[src/rtl/weights_pkg.sv]
// Shared constants and state encoding for the weight RAM loader.
package weights_pkg;

  localparam int WEIGHT_N     = 8;
  localparam int WEIGHT_Q     = 7;
  localparam int WEIGHT_DEPTH = 256;
  localparam int WEIGHT_AW    = 8;
  localparam int CSUM_W       = 16;

  typedef enum logic [1:0] {
    LD_IDLE = 2'd0,
    LD_LOAD = 2'd1,
    LD_FIN  = 2'd2
  } loader_state_t;

endpackage

[src/rtl/weights_loader_if.sv]
// Stream-in / RAM-write-out bundle of the weights loader.
// master: upstream stream source and RAM observer; slave: the loader itself.
interface weights_loader_if #(
  parameter int N  = weights_pkg::WEIGHT_N,
  parameter int AW = weights_pkg::WEIGHT_AW
);

  logic                 s_valid;
  logic [N-1:0]         s_data;
  logic                 s_ready;
  logic                 wr_en;
  logic [AW-1:0]        wr_addr;
  logic signed [N-1:0]  wr_data;

  modport master (
    output s_valid, s_data,
    input  s_ready, wr_en, wr_addr, wr_data
  );

  modport slave (
    input  s_valid, s_data,
    output s_ready, wr_en, wr_addr, wr_data
  );

endinterface

[src/rtl/weights_loader.sv]
// Start-triggered stream-to-RAM writer for the fixed-point weight memory.
// Optional running checksum of written words: define WEIGHTS_LOADER_CSUM_EN.
module weights_loader
  import weights_pkg::*;
#(
  parameter int N     = WEIGHT_N,
  parameter int Q     = WEIGHT_Q,
  parameter int DEPTH = WEIGHT_DEPTH,
  parameter int AW    = WEIGHT_AW
) (
  input  logic              clk,
  input  logic              rst_n,
  input  logic              start,
  input  logic [AW-1:0]     base_addr,
  input  logic [AW:0]       count,
  weights_loader_if.slave   bus,
  output logic              busy,
  output logic              done,
  output logic              err,
  output logic [CSUM_W-1:0] csum
);

  if (Q < 0 || Q >= N || (1 << AW) < DEPTH) begin : g_bad_params
    $error("weights_loader: illegal N/Q/DEPTH/AW combination");
  end

  localparam logic [1:0]    S_IDLE    = LD_IDLE;
  localparam logic [1:0]    S_LOAD    = LD_LOAD;
  localparam logic [1:0]    S_FIN     = LD_FIN;
  localparam logic [AW:0]   DEPTH_CNT = (AW+1)'(DEPTH);
  localparam logic [AW-1:0] LAST_ADDR = AW'(DEPTH - 1);

  logic [1:0]          state_reg, state_next;
  logic [AW-1:0]       addr_reg;
  logic [AW:0]         remaining_reg;
  logic                wr_en_reg;
  logic [AW-1:0]       wr_addr_reg;
  logic signed [N-1:0] wr_data_reg;
  logic                err_reg;

  logic handshake;
  logic start_load;
  logic start_empty;
  logic start_bad;
  logic last_word;

  assign start_load  = (state_reg == S_IDLE) && start && (count != '0) && (count <= DEPTH_CNT);
  assign start_empty = (state_reg == S_IDLE) && start && (count == '0);
  assign start_bad   = (state_reg == S_IDLE) && start && (count > DEPTH_CNT);

  assign handshake = bus.s_valid && bus.s_ready;
  assign last_word = (remaining_reg == (AW+1)'(1));

  assign bus.s_ready = (state_reg == S_LOAD);
  assign busy        = (state_reg == S_LOAD);
  // FIN is entered on the cycle the final registered write becomes visible
  assign done        = (state_reg == S_FIN);
  assign err         = err_reg;

  assign bus.wr_en   = wr_en_reg;
  assign bus.wr_addr = wr_addr_reg;
  assign bus.wr_data = wr_data_reg;

  always_comb begin
    state_next = state_reg;
    case (state_reg)
      S_IDLE: begin
        if (start_load) begin
          state_next = S_LOAD;
        end else if (start_empty) begin
          state_next = S_FIN;
        end
      end
      S_LOAD: begin
        if (handshake && last_word) begin
          state_next = S_FIN;
        end
      end
      S_FIN:   state_next = S_IDLE;
      default: state_next = S_IDLE;
    endcase
  end

  always_ff @(posedge clk) begin
    if (!rst_n) begin
      state_reg     <= S_IDLE;
      addr_reg      <= '0;
      remaining_reg <= '0;
      wr_en_reg     <= 1'b0;
      wr_addr_reg   <= '0;
      wr_data_reg   <= '0;
      err_reg       <= 1'b0;
    end else begin
      state_reg <= state_next;
      err_reg   <= start_bad;
      wr_en_reg <= handshake;
      if (start_load) begin
        addr_reg      <= base_addr;
        remaining_reg <= count;
      end else if (handshake) begin
        wr_addr_reg   <= addr_reg;
        wr_data_reg   <= bus.s_data;
        addr_reg      <= (addr_reg == LAST_ADDR) ? '0 : addr_reg + AW'(1);
        remaining_reg <= remaining_reg - (AW+1)'(1);
      end
    end
  end

`ifdef WEIGHTS_LOADER_CSUM_EN
  logic [CSUM_W-1:0] csum_reg;

  // Accumulates from the registered write, so the sum lags each write by one cycle
  always_ff @(posedge clk) begin
    if (!rst_n) begin
      csum_reg <= '0;
    end else if (start_load) begin
      csum_reg <= '0;
    end else if (wr_en_reg) begin
      csum_reg <= csum_reg + CSUM_W'(wr_data_reg);
    end
  end

  assign csum = csum_reg;
`else
  assign csum = '0;
`endif

endmodule
[src/flat_wrapper.sv]
// flat-port wrapper written by rule: the top's interface ports become plain ports
module weights_loader_flat import weights_pkg::*;
#(
  parameter int N     = WEIGHT_N,
  parameter int Q     = WEIGHT_Q,
  parameter int DEPTH = WEIGHT_DEPTH,
  parameter int AW    = WEIGHT_AW
)
  (clk, rst_n, start, base_addr, count, busy, done, err, csum, bus_s_valid, bus_s_data, bus_s_ready, bus_wr_en, bus_wr_addr, bus_wr_data);
  weights_loader_if #(.N(N), .AW(AW)) bus_i ();
  input  logic clk;
  input  logic rst_n;
  input  logic start;
  input  logic [AW-1:0] base_addr;
  input  logic [AW:0] count;
  output logic busy;
  output logic done;
  output logic err;
  output logic [CSUM_W-1:0] csum;
  input wire logic [$bits(bus_i.s_valid)-1:0] bus_s_valid;
  input wire logic [$bits(bus_i.s_data)-1:0] bus_s_data;
  output wire logic [$bits(bus_i.s_ready)-1:0] bus_s_ready;
  output wire logic [$bits(bus_i.wr_en)-1:0] bus_wr_en;
  output wire logic [$bits(bus_i.wr_addr)-1:0] bus_wr_addr;
  output wire logic [$bits(bus_i.wr_data)-1:0] bus_wr_data;
  assign bus_i.s_valid = bus_s_valid;
  assign bus_i.s_data = bus_s_data;
  assign bus_s_ready = bus_i.s_ready;
  assign bus_wr_en = bus_i.wr_en;
  assign bus_wr_addr = bus_i.wr_addr;
  assign bus_wr_data = bus_i.wr_data;
  weights_loader #(.N(N), .Q(Q), .DEPTH(DEPTH), .AW(AW)) u_core (.clk(clk), .rst_n(rst_n), .start(start), .base_addr(base_addr), .count(count), .bus(bus_i), .busy(busy), .done(done), .err(err), .csum(csum));
endmodule
[config.mk]
export PLATFORM = sky130hd
export DESIGN_NAME = weights_loader_flat
export DESIGN_NICKNAME = d
export VERILOG_FILES = /design/src/rtl/weights_pkg.sv /design/src/rtl/weights_loader_if.sv /design/src/rtl/weights_loader.sv /design/src/flat_wrapper.sv
export SDC_FILE = /design/constraint.sdc
export NUM_CORES = 1
export LEC_CHECK = 0
export CAP_MARGIN = 25
export CORE_MARGIN = 2
export CORE_UTILIZATION = 28
export DETAILED_ROUTE_END_ITERATION = 10
export GPL_TIMING_DRIVEN = 0
export SYNTH_ARGS = -nofsm -noshare
export SYNTH_HDL_FRONTEND = slang
export SYNTH_SLANG_ARGS = --single-unit
export TNS_END_PERCENT = 30
[constraint.sdc]
create_clock -name clk -period 2 [get_ports clk]
set_clock_uncertainty 0.15 [all_clocks]
set_input_delay 0.5 -clock clk [delete_from_list [all_inputs] [get_ports clk]]
set_output_delay 0.5 -clock clk [all_outputs]
set_load 0.05 [all_outputs]
==> metrics.log, run 1 <==
INFO  metric outcome = complete, but fails checks
INFO  metric violations = negative setup slack
INFO  metric grt_setup_unrepaired = true
INFO  metric number_of_antenna_violations_at_the_first_check_in_global_routing = 0
INFO  metric final-max-slew-violation-count = 0
INFO  metric dpl_worst_slack = -0.914 ns
INFO  metric setup_slack = -0.0359 ns
INFO  metric synth_top_area_share = 0.387
INFO  metric layout.nets = roughly 350
INFO  metric grt_remaining_overflow = 0
INFO  metric antenna_violating_nets_post_route = 0
INFO  metric ys_warn_count = 0
INFO  metric power_density = 700 nW/um2
INFO  metric wirelength = between 5 and 6 mm
INFO  metric grt_start_max_net_pins = 14
INFO  metric share_of_layout_cells_above_drive_strength_1 = 0.220
INFO  metric initial_utilization = 0.286
INFO  metric sequence_of_cells_on_the_critical_path = buf_8 -> or4_4 -> nor2_4 -> mux2i_4 -> buf_6 -> and3_1 -> o21a_1
INFO  metric ys_async_sr_fraction = 0
INFO  metric synthDominantAreaCellType = sky130_fd_sc_hd__dfxtp_1
INFO  metric routed-wl-met2 = 2.44 mm
INFO  metric cts_buffer_depth = 2
INFO  metric cts_made_buffers = 5
INFO  metric placement_rows = 30
INFO  metric drt_first_iter_violations = 84
INFO  metric layout-area-overhead-vs-synth = 45.8%
INFO  metric die_x = 86.6 um
INFO  metric fp.dieArea = about 7500 um2
INFO  metric final_cell_count_no_fill = roughly 400
INFO  metric synthTopCellsByArea = sky130_fd_sc_hd__dfxtp_1 39%, sky130_fd_sc_hd__nand2_1 9.8%, sky130_fd_sc_hd__a21oi_1 7.3%
INFO  metric max_cap_violations = 0
INFO  metric seq_area_frac_synth = 0.387
INFO  metric port-buffer-count = 48
INFO  metric critical_path.slowest_cell = sky130_fd_sc_hd__or4_4
INFO  metric vias_per_cell = around 4.7
INFO  metric topRoutingLayerUsed = met4
INFO  metric detail_route.first_pass.iterations = 4
INFO  metric cp_max_fo = 4
INFO  metric tritoncts_clock_tree = yes
INFO  metric synth_enable_flop_cells = 0
INFO  metric yosys.cell_count.top_type = sky130_fd_sc_hd__nand2_1
INFO  metric timing.critical_path.buf_inv = 2
INFO  metric timing.critical_path.from_type = primary input
INFO  metric cp_top_family = simple AND/OR/NAND/NOR gates
INFO  metric timing.slew.headroom = 0.635
INFO  metric critical_path_class = primary input to flop
INFO  metric flop_and_latch_count_out_of_synthesis = 37
INFO  metric clk-insertion-delay-late = 0.30 ns
INFO  metric drc_errors = 0
INFO  metric critical_path_arrival = about 2.1 ns
INFO  metric netlist_area_pre_place = approximately 1900 um2
INFO  metric setup.worst_path.end_class = flop
INFO  metric grt.total_usage = 0.144
INFO  metric power.leakage = between 1 and 1.5 nW
INFO  metric finalSetupViolCount = 7
INFO  metric cp_slowest_stage_delay = 0.53 ns
INFO  metric core_area = between 6000 and 7000 um2
INFO  metric gp_congestion = 0.803
INFO  metric fp.dieH = between 80 and 90 um
INFO  metric drt-met1-wl = 2.53 mm
INFO  metric ys_types = 47
INFO  metric cts.sinks = 37
INFO  metric cp.required = between 2 and 2.5 ns
INFO  metric yosys_most_used_dff = sky130_fd_sc_hd__dfxtp_1
INFO  metric max_clock_freq = 491 MHz
INFO  metric antennaDiodeCount = 0
INFO  metric tightestPinTransition = roughly 0.55 ns
INFO  metric hold_path_class = flop to flop
INFO  metric grt_first_pass_wirelength = around 8.5 mm
INFO  metric mean_post_synth_cell_area = roughly 8 um2
INFO  metric largest_reg_flops = 9
INFO  metric wl_met3 = 283 um
INFO  metric synth.cells.most_frequent = 50 x sky130_fd_sc_hd__nand2_1, 37 x sky130_fd_sc_hd__dfxtp_1, 28 x sky130_fd_sc_hd__a21oi_1
INFO  metric vias = approximately 1.9k
INFO  metric final_min_period = between 2 and 2.5 ns
INFO  metric peakVddDrop = 0.000312 V
INFO  metric io-pin-count = 66
INFO  metric htree_num_levels = 2
INFO  metric synthCells = approximately 240
INFO  metric cts.root.buffer_cell = sky130_fd_sc_hd__clkbuf_8
INFO  metric route.detailed.wl_per_inst = between 10 and 15 um
INFO  metric finalHoldViolations = 0
INFO  metric layout_worst_path_cycle_share = 1.02
INFO  metric clk_pin_slew = 0.07 ns
INFO  metric first_global_vias = between 1.5k and 2k
INFO  metric detailedPlacementHpwl = between 3 and 4 mm
INFO  metric numPlacedInstances = around 390
[report_power, final]
| part | internal [mW] | leakage, nW | switching [mW] |
|---|---|---|---|
| registers | 0.774 | 0.301 | 0.0404 |
| clock network | 0.373 | 0.0543 | 0.292 |
| logic | 0.189 | 0.806 | 0.283 |
[through the flow]
stage | setup TNS [ns] | utilization | hold WS, ns | total power [mW] | area (um2)
finish | -0.158 | 0.417 | 0.301 | 1.95 | 2790
global route | -0.939 | 0.417 | 0.322 | 2.05 | 2790
global placement | -19.87 | 0.383 | 0.292 | 1.26 | 2560
CTS | -0.0485 | 0.409 | 0.304 | 1.95 | 2730
detailed placement | -20.72 | 0.383 | 0.296 | 1.27 | 2560
floorplan | -1.21 | - | 0.296 | 1.13 | 1980
[cell type report]
class | count | area [um2]
plain buffers | 30 | 204
clock buffers | 5 | 68.8
clock inverters | 3 | 46.3
fillers | 716 | 3890
inverters | 5 | 18.8
multi-input cells | 187 | 1100
flip-flops and latches | 37 | 742
well taps | 80 | 100
repair buffers | 55 | 510
[placed cells by master, fill, tap and decap left out, drive strengths merged, types with 3 or more instances in the layout]
cell type,n
a211oi,3
a21oi,28
a31oi,6
and3,3
buf,38
clkbuf,13
clkdlybuf4s50,19
conb,16
dfxtp,37
dlygate4sd2,18
ha,3
inv,4
nand2,50
nand3,16
nand4,6
nor2,10
nor2b,3
nor3,5
o21ai,7
xnor2,3
[worst min-delay path: stages (launching register included)]
cell and delay, ns:
sky130_fd_sc_hd__dfxtp_1 0.31, sky130_fd_sc_hd__nand2_1 0.05, sky130_fd_sc_hd__a21oi_1 0.05
[logic make-up after synthesis]
kind of cell / after synthesis / share of synthesized area
adders and majority gates: 3 / 0.0196
xor gates and xnor gates: 4 / 0.0183
DFF: 37 / 0.387
other: 1 / 0.00196
buffers and inverters: 35 / 0.107
and+or+nand+nor: 105 / 0.276
muxes: 2 / 0.0111
AOI/OAI and AO/OA: 57 / 0.178
[routing by layer]
layer / global-route usage / vias to the layer above
li1: - / 979
met2: 0.240 / 61
met1: 0.185 / 851
met3: 0.0305 / 8
met4: 0.0483 / 0
met5: 0 / -
[worst paths after layout]
check | startpoint | endpoint | slack (ns) | cells after the start
setup / recovery | count[0] | u_core.addr_reg[1] | -0.04 | 7
hold / removal | u_core.bus.wr_data[7] | u_core.bus.wr_data[7] | 0.30 | 2
setup reg to reg | u_core.remaining_reg[2] | u_core.remaining_reg[7] | 0.21 | 5
hold reg to reg | u_core.bus.wr_data[7] | u_core.bus.wr_data[7] | 0.30 | 2
[timing repair]
| action | CTS | global route |
|---|---|---|
| buffers inserted | 5 | 1 |
| resized for setup | 79 | 18 |
| pin swaps | 7 | 7 |
| hold buffers | 0 | 0 |
| endpoints found under the setup margin | 55 | 28 |
| gates cloned | 1 | 0 |
No activity file was read; power rests on OpenSTA's default activity.
==> run 2, diff against run 1 <==
--- a/config.mk
+++ b/config.mk
@@ -5,6 +5,7 @@
 export SDC_FILE = /design/constraint.sdc
 export NUM_CORES = 1
 export LEC_CHECK = 0
+export ABC_AREA = 1
 export CAP_MARGIN = 25
 export CORE_MARGIN = 2
 export CORE_UTILIZATION = 28
==> run 2 against run 1 <==
Against the previous run: the run now ends clean; worst hold slack better by 0.014 ns; sequential share of layout area decreased by 1.1 points; first-iteration DRC count is 24% higher; sequential cell count stayed put; final cell count increased by 19%; global-route usage is 0.76 points lower; combinational power is 28% higher; utilization fell by 1.3 points; sequential power grew 1%; die area is 6.8% higher; setup slack improved by 0.095 ns; area after synthesis rose by 7.1%; critical endpoint is now u_core.remaining_reg[5]; largest cell class unchanged; largest power group unchanged.
==> metrics.log, run 2 <==
INFO  metric setup.worst_path.end_class = flop
INFO  metric wirelength = between 5 and 6 mm
INFO  metric sequential_cell_area = around 740 um2
INFO  metric layout_worst_path_cycle_share = 0.970
INFO  metric synthDominantAreaCellType = sky130_fd_sc_hd__dfxtp_1
INFO  metric critical_path_arrival = around 1.9 ns
INFO  metric commonest_non_fill_non_tap_cell_in_the_layout = sky130_fd_sc_hd__nand2_1
INFO  metric gp_congestion = 0.883
INFO  metric mean_post_synth_cell_area = around 6.8 um2
INFO  metric crit-reg2reg-capture = u_core.remaining_reg[6]
INFO  metric antenna_violating_nets_post_route = 0
INFO  metric initial_utilization = 0.285
INFO  metric crit_path_end = u_core.remaining_reg[5]
INFO  metric port-buffer-count = around 50
INFO  metric htree_num_levels = 2
INFO  metric first_global_vias = approximately 1.8k
INFO  metric critPathMostFrequentCell = sky130_fd_sc_hd__nor2_1
INFO  metric core_area = roughly 7000 um2
INFO  metric route.detailed.wl_per_inst = 11.3 um
INFO  metric cts.root.buffer_cell = sky130_fd_sc_hd__clkbuf_8
INFO  metric fin_tns_setup = 0 ns
INFO  metric outcome = completed
INFO  metric drc_errors = 0
INFO  metric flop_and_latch_count_out_of_synthesis = 37
INFO  metric finalSetupViolCount = 0
INFO  metric clk-insertion-delay-late = 0.28 ns
INFO  metric grt_start_max_net_pins = 12
INFO  metric cts_buffer_depth = 2
INFO  metric fp.dieH = ~90 um
INFO  metric power_density = between 700 and 800 nW/um2
INFO  metric share_of_layout_cells_above_drive_strength_1 = 0.174
INFO  metric cp.required = 2.00 ns
INFO  metric timing.slew.headroom = 0.605
INFO  metric detail_route.first_pass.iterations = 4
INFO  metric max_cap_violations = 0
INFO  metric io-pin-count = 66
INFO  metric final.fill_count = ~760
INFO  metric cts.sinks = 37
INFO  metric startpoint = count[3]
INFO  metric drt_first_iter_violations = 104
INFO  metric grt_first_pass_wirelength = 8.49 mm
INFO  metric final_cell_mix = 61 x sky130_fd_sc_hd__nand2_1, 37 x sky130_fd_sc_hd__nor2_1, 37 x sky130_fd_sc_hd__dfxtp_1
INFO  metric placement_rows = 31
INFO  metric finalHoldViolations = 0
INFO  metric critical_path.slowest_cell = sky130_fd_sc_hd__clkdlybuf4s50_1
INFO  metric synth_top_area_share = 0.362
INFO  metric grt.total_usage = 0.137
INFO  metric vias = 2,072
INFO  metric seq_area_frac_synth = 0.362
INFO  metric detailedPlacementHpwl = 3.94 mm
INFO  metric netlist_area_pre_place = slightly above 2000 um2
INFO  metric tightestPinTransition = 0.592 ns
INFO  metric r2r-start = u_core.remaining_reg[1]
INFO  metric setup_slack = just under 0.06 ns
INFO  metric yosys.cell_count.top_type = sky130_fd_sc_hd__nand2_1
INFO  metric final_min_period = slightly below 2 ns
INFO  metric grt_setup_unrepaired = true
INFO  metric fp.dieArea = between 8000 and 9000 um2
INFO  metric worstRegToRegCells = 10
INFO  metric sequence_of_cells_on_the_critical_path = clkdlybuf4s50_1 -> nor2_1 -> nand2_2 -> o21ai_4 -> nand3_4 -> nand2_4 -> buf_12 -> nor2_1 -> nor2_1 -> nor2_1
INFO  metric peakVddDrop = 0.000280 V
INFO  metric synth_enable_flop_cells = 0
INFO  metric die_x = between 80 and 90 um
INFO  metric hold_path_class = flop to flop
INFO  metric ys_warn_count = 0
INFO  metric slack_of_the_worst_reg_to_reg_path = around 0.12 ns
INFO  metric synthTopCellsByArea = sky130_fd_sc_hd__dfxtp_1 36%, sky130_fd_sc_hd__nand2_1 11%, sky130_fd_sc_hd__nand3_1 8.8%
INFO  metric cp_slowest_stage_delay = around 0.42 ns
INFO  metric clk_pin_slew = 0.07 ns
INFO  metric grt_remaining_overflow = 0
INFO  metric synth.cells.most_frequent = 62 x sky130_fd_sc_hd__nand2_1, 38 x sky130_fd_sc_hd__nor2_1, 37 x sky130_fd_sc_hd__dfxtp_1
INFO  metric cp_max_fo = 10
INFO  metric critical_path_class = primary input to flop
INFO  metric vias_per_cell = 4.33
INFO  metric timing.critical_path.from_type = primary input
INFO  metric synthCells = 300
INFO  metric ys_async_sr_fraction = 0
INFO  metric ys_types = 28
INFO  metric number_of_antenna_violations_at_the_first_check_in_global_routing = 0
INFO  metric largest_reg_flops = 9
INFO  metric max_clock_freq = between 500 and 600 MHz
INFO  metric multi_input_comb_area = 1090 um2
INFO  metric antennaDiodeCount = 0
INFO  metric yosys_most_used_dff = sky130_fd_sc_hd__dfxtp_1
INFO  metric tritoncts_clock_tree = yes
INFO  metric final-max-slew-violation-count = 0
INFO  metric layout.nets = 411
INFO  metric layout-area-overhead-vs-synth = 41.8%
INFO  metric cts_made_buffers = 5
INFO  metric dpl_worst_slack = -0.395 ns
INFO  metric power.leakage = 1.40 nW
[run 2: cell types whose count changed after synthesis, sizes merged, moves of 5 or more]
cell / previous run / this run
a31oi: 6 / 0
a21oi: 28 / 21
nor2: 10 / 50
nand2: 50 / 65
clkbuf: 7 / 2
nand3: 16 / 37
inv: 4 / 27
o21ai: 7 / 14
[run 2: layout make-up]
type | count | share of cell area
clock buffers | 5 | 0.0237
multi-input cells | 222 | 0.375
repair buffers | 57 | 0.185
well taps | 99 | 0.0427
plain buffers | 28 | 0.0698
inverters | 28 | 0.0362
clock inverters | 2 | 0.0121
flip-flops and latches | 37 | 0.255
[run 2: worst max-delay path, delay by kind of cell]
| family | cells | cell delay (ns) |
|---|---|---|
| buf+inv | 2 | 0.56 |
| compound gates | 1 | 0.21 |
| simple gates | 7 | 0.66 |
[run 2: logic make-up (layout without fill, tap and decap cells)]
family / Yosys count / after routing / synth area share
simple gates: 164 / 164 / 0.369
compound gates: 35 / 35 / 0.0874
fa+ha+maj: 3 / 3 / 0.0183
flops: 37 / 37 / 0.362
buf+inv: 56 / 120 / 0.145
xor+xnor: 4 / 4 / 0.0171
other cells: 1 / 16 / 0.00183
[run 2: per-layer routing]
layer	track usage	wire, um
met1	0.182	2520
met2	0.217	2470
met3	0.0305	316
met4	0.0488	101
met5	0	0
[run 2: worst min-delay path by stage]
stage	end	start	cells past startpoint	slack [ns]
5_1_grt	u_core.bus.wr_data[0]	u_core.bus.wr_data[0]	2	0.34
3_3_place_gp	u_core.bus.wr_data[6]	u_core.bus.wr_data[6]	2	0.30
4_1_cts	u_core.bus.wr_data[5]	u_core.bus.wr_data[5]	2	0.32
2_1_floorplan	u_core.bus.wr_addr[6]	u_core.addr_reg[6]	2	0.31
6_report	u_core.bus.wr_data[5]	u_core.bus.wr_data[5]	2	0.31
3_5_place_dp	u_core.bus.wr_data[5]	u_core.bus.wr_data[5]	2	0.31
[run 2: metrics by stage]
stage	hold WS, ns	cells	utilization	cell area (um2)	total power [mW]
6_report	0.315	478	0.405	2900	2.06
5_1_grt	0.337	478	0.405	2900	2.17
2_1_floorplan	0.313	315	-	2100	1.26
3_3_place_gp	0.304	463	0.379	2720	1.43
4_1_cts	0.318	472	0.395	2840	2.06
3_5_place_dp	0.309	463	0.379	2720	1.43
[run 2: repair_timing]
action / CTS / global route
pin swaps: 2 / 11
hold buffers: 0 / 0
buffers inserted: 2 / 5
gates resized for setup: 31 / 13
endpoints found under the hold margin: 0 / 0
cloned: 0 / 1
endpoints found under the setup margin: 36 / 18
[run 2: report_power, final]
group / switching (mW) / total (mW) / leakage [nW] / internal, mW
Sequential: 0.0351 / 0.822 / 0.301 / 0.786
Combinational: 0.381 / 0.606 / 1.05 / 0.225
Clock: 0.268 / 0.631 / 0.0540 / 0.363
==> run 3, diff against run 2 <==
--- a/config.mk
+++ b/config.mk
@@ -5,7 +5,7 @@
 export SDC_FILE = /design/constraint.sdc
 export NUM_CORES = 1
 export LEC_CHECK = 0
-export ABC_AREA = 1
+export ABC_AREA = 0
 export CAP_MARGIN = 25
 export CORE_MARGIN = 2
 export CORE_UTILIZATION = 28
==> results of run 3 <==
Same layout as run 1: the final DEF is identical, and so are final timing and power.
